===== config.mk =====
export PLATFORM = sky130hd
export DESIGN_NAME = alu_serial_sequencer
export DESIGN_NICKNAME = d
export VERILOG_FILES = /design/src/rtl/alu_serial_sequencer.sv
export SDC_FILE = /design/constraint.sdc
export NUM_CORES = 1
export LEC_CHECK = 0
export CAP_MARGIN = 40
export CORE_MARGIN = 5
export CORE_UTILIZATION = 42
export CTS_CLUSTER_DIAMETER = 120
export DETAILED_ROUTE_END_ITERATION = 8
export PLACE_DENSITY = 0.67
export SLEW_MARGIN = 20
export SYNTH_ARGS = -nofsm -noshare
export SYNTH_HDL_FRONTEND = slang
export SYNTH_SLANG_ARGS = --single-unit

===== constraint.sdc =====
create_clock -name clk -period 3.5 [get_ports clk]
set_input_delay 0.7 -clock clk [delete_from_list [all_inputs] [get_ports clk]]
set_output_delay 0.7 -clock clk [all_outputs]
set_load 0.02 [all_outputs]

===== src/rtl/alu_serial_sequencer.sv =====
// alu_serial_sequencer: bit-serial ALU, one 1-bit slice per clock LSB-first, with slt fix-up and DONE pulse
module alu_serial_sequencer #(
  parameter int WIDTH = 8
) (
  input  logic             clk,
  input  logic             rst_n,
  input  logic             start,
  input  logic [3:0]       op,
  input  logic [WIDTH-1:0] a,
  input  logic [WIDTH-1:0] b,
  output logic             busy,
  output logic             done,
  output logic [WIDTH-1:0] result,
  output logic             zero,
  output logic             cout,
  output logic             ovf
);
  localparam int CW = $clog2(WIDTH);
  localparam logic [CW-1:0] LAST = CW'(WIDTH - 1);
  typedef enum logic [1:0] {IDLE, RUN, FIX, DN} state_t;
  state_t st;
  logic [WIDTH-1:0] ra, rb, sh, nxt;
  logic [2:0] rop;
  logic [CW-1:0] cnt;
  logic cy, cin_msb, sum_msb, ai, bi, s, co, bitv;
  logic unused_op3;
  assign unused_op3 = op[3];
  // in FIX, cy already holds the MSB carry-out, so cin_msb ^ cy is the overflow
  always_comb begin
    ai = ra[cnt];
    bi = rb[cnt] ^ rop[2];
    s = ai ^ bi ^ cy;
    co = (ai & bi) | (cy & (ai ^ bi));
    bitv = rop[1:0] == 2'b00 ? s : rop[1:0] == 2'b01 ? ai & bi : rop[1:0] == 2'b10 ? ai | bi : 1'b0;
    nxt = sh;
    nxt[cnt] = bitv;
    if (st == FIX) nxt = {sh[WIDTH-1:1], sum_msb ^ cin_msb ^ cy};
  end
  always_ff @(posedge clk or negedge rst_n) begin
    if (!rst_n) begin
      st <= IDLE;
      busy <= 1'b0;
      done <= 1'b0;
      result <= '0;
      zero <= 1'b0;
      cout <= 1'b0;
      ovf <= 1'b0;
      ra <= '0;
      rb <= '0;
      rop <= '0;
      cnt <= '0;
      cy <= 1'b0;
      cin_msb <= 1'b0;
      sum_msb <= 1'b0;
      sh <= '0;
    end else begin
      case (st)
        IDLE, DN: begin
          done <= 1'b0;
          st <= IDLE;
          if (start) begin
            ra <= a;
            rb <= b;
            rop <= op[2:0];
            cnt <= '0;
            cy <= op[2];
            sh <= '0;
            busy <= 1'b1;
            st <= RUN;
          end
        end
        RUN: begin
          sh <= nxt;
          cy <= co;
          if (cnt == LAST) begin
            cin_msb <= cy;
            sum_msb <= s;
            if (rop[1:0] == 2'b11) st <= FIX;
            else begin
              st <= DN;
              busy <= 1'b0;
              done <= 1'b1;
              result <= nxt;
              zero <= ~|nxt;
              cout <= co;
              ovf <= cy ^ co;
            end
          end else cnt <= cnt + CW'(1);
        end
        FIX: begin
          sh <= nxt;
          st <= DN;
          busy <= 1'b0;
          done <= 1'b1;
          result <= nxt;
          zero <= ~|nxt;
          cout <= cy;
          ovf <= cin_msb ^ cy;
        end
        default: st <= IDLE;
      endcase
    end
  end
endmodule


==> results_dict.tcl <==
set metrics [dict create \
    min_period_ns 3.218 \
    grt_pass1_wl_mm 8.645 \
    synth.top_cells.by_area "dfrtp_1 (48%), mux2_2 (12%), mux2i_1 (4.4%)" \
    cp.required_ns 3.70 \
    rsz0062_at_grt "no" \
    num_vias 1758 \
    dieWidth_um 86.96 \
    utilization 0.5218 \
    globalplace.congestion 0.7813 \
    ant_nets 0 \
    synth_cell_types 47 \
    io_buffers 34 \
    drt_wl_total_mm 5.130 \
    initial_core_util 0.4251 \
    critPathMaxStageDelay_ns 0.52 \
    ctsResizeCount 0 \
    critPathKind "reg2reg" \
    synth_top_cell_by_area "dfrtp_1" \
    hold_viol 0 \
    finalNetCount 282 \
    first_global_vias 1828 \
    drc_errors 0 \
    drv_slew 0 \
    cts_tree "built" \
    ys_warn_count 0 \
    dpl.cell_count 319 \
    cts_buffer_depth 2 \
    viasPerCell 5.360 \
    clock-root-buffer "clkbuf_8" \
    synth_nets 245 \
    yosys.area.top_type_share 0.4829 \
    drt_iter0_drc 82 \
    ys_async_sr_fraction 1.000 \
    clkLatencyLatePin_ns 0.30 \
    synth_ff_type "dfrtp_1" \
    area_growth_pct 22.74 \
    core_area_mm2 0.005851 \
    die_y_um 86.96 \
    htreeDepth 2 \
    synthCells 215 \
    cts.sinks 48 \
    die_area_mm2 0.007561 \
    netlist_area_mm2 0.002487 \
    setup_viol 0 \
    ys_seq_area_frac 0.4829 \
    dp.final_hpwl_mm 3.579 \
    fmax_mhz 310.8 \
    wl_per_cell_um 15.64 \
    antenna_found_initial 0 \
    fin_area_mm2 0.003053 \
    drive_above_1_share 0.1858 \
    grt_max_degree 29 \
    crit_chain "mux4_2, mux2i_1, xnor2_1, fa_1, mux2_2, a21o_1, a2111o_1, o41ai_2" \
    dp_slack_ns 0.2881 \
    powerDensity_mw_per_mm2 976.7 \
    fp-row-count 28 \
    cp_slowest_cell "mux4_2" \
    post_cts_buffers 0 \
    stdcell_count 328 \
    placed_area_mm2 0.002930 \
    finalSetupTns_ns 0 \
    ctsHoldBuffers 0 \
    cts_buffers 5 \
    syn_avg_cell_area_um2 11.57 \
    path_clk_slew_ns 0.09 \
    max-slew-margin-rel 0.5468 \
    ys_ff_latch 48 \
    leakage_nw 1.300 \
    max_cap_viol_count 0 \
    fin_skew_ns 0.008408 \
    worstPathArrival_ns 3.42 \
    status "finished, final reports clean" \
    boundaryPins 36 \
    drtPass1Iterations 4 \
    worstSetupStartpointType "flip-flop" \
    tightestPinTransition_ns 0.6798 \
    worst_slack_ns 0.2824 \
    hold_slack_ns 0.3586 \
    antenna_cells 0 \
    synth-edff-count 0 \
    min_path_type "in2async" \
    peakVddDrop_uv 439.7 \
    grt.total_usage 0.1466 \
    gr-total-overflow 0 \
    power_mw 2.982 \
    cp_max_fo 6 \
    r2r_slack_ns 0.28 \
    end_kind "flip-flop" \
    fin_crit_sh 0.9193 \
]
-- registers in the layout (all words and copies together), names as in the netlist, 2 cells and up --
register	cells
ra	8
sh	8
result	8
rop	3
cnt	3
rb	8
st	2
-- power breakdown --
part | switching, mW | internal (mW) | total (mW)
clock network | 0.181 | 0.212 | 0.393
registers | 0.153 | 0.781 | 0.933
logic | 0.870 | 0.785 | 1.66
-- critical path: cells and delay by family (launching register included) --
kind,cells,cell delay [ns]
AOI/OAI and AO/OA,3,0.95
xor gates and xnor gates,1,0.22
adders and majority gates,1,0.48
DFF,1,0.42
muxes,3,1.03
-- path summary, 6_finish.rpt --
check | to | cells after the start | startpoint
min | rb[5]$_DFFE_PN0P_ | 1 | rst_n
max in group asynchronous | ovf$_DFFE_PN0P_ | 2 | rst_n
min reg2reg | ovf$_DFFE_PN0P_ | 2 | ovf$_DFFE_PN0P_
max reg2reg | zero$_DFFE_PN0P_ | 8 | cnt[0]$_DFFE_PN0P_
max | zero$_DFFE_PN0P_ | 8 | cnt[0]$_DFFE_PN0P_
min in group clk | ovf$_DFFE_PN0P_ | 2 | ovf$_DFFE_PN0P_
-- Yosys cell counts, types with 3 or more instances --
cell type,count
o22ai_1,5
nor2_1,6
inv_1,7
a22o_1,6
nor2b_1,6
ha_1,6
o21ai_0,15
mux4_2,4
mux2i_1,11
dfrtp_1,48
nand2_1,24
mux2_2,26
clkbuf_1,7
a21oi_1,3
-- cells in the final DEF, fill, tap and decap left out, drive strengths merged, types with 4 or more instances in the layout --
master	n
a22o	6
buf	8
clkbuf	6
clkdlybuf4s50	33
dfrtp	48
ha	6
inv	7
mux2	26
mux2i	11
mux4	4
nand2	24
nor2	6
nor2b	6
o21ai	15
o22ai	5
-- final cells by class --
cell class / instances / area, um2
Fill cell: 525 / 2798
Sequential cell: 48 / 1201
Timing Repair Buffer: 41 / 407.9
Clock buffer: 6 / 72.57
Multi-Input combinational cell: 149 / 1216
Inverter: 7 / 26.28
Tap cell: 75 / 93.84
Clock inverter: 2 / 35.03
-- logic make-up (layout without fill, tap and decap cells) --
| kind of cell | after synthesis | after routing | synth area share |
|---|---|---|---|
| AO/OA/AOI/OAI | 49 | 49 | 0.1393 |
| AND/OR/NAND/NOR | 49 | 49 | 0.09659 |
| flip-flops | 48 | 48 | 0.4829 |
| multiplexers | 41 | 41 | 0.1982 |
| buffers and inverters | 18 | 56 | 0.02817 |
| adder cells (fa/ha/maj) | 7 | 7 | 0.03823 |
| XOR/XNOR | 3 | 3 | 0.01660 |
-- metal layers --
metal | routed length, um | part of all wire | GRT usage | vias to the layer above
met2 | 2465 | 0.48 | 0.2429 | 24
met1 | 2450 | 0.48 | 0.1932 | 871
met3 | 130 | 0.025 | 0.02554 | 7
met5 | 0 | 0 | 0 | -
li1 | - | - | - | 856
met4 | 84 | 0.016 | 0.05099 | 0
No activity file was read; power rests on OpenSTA's default activity.
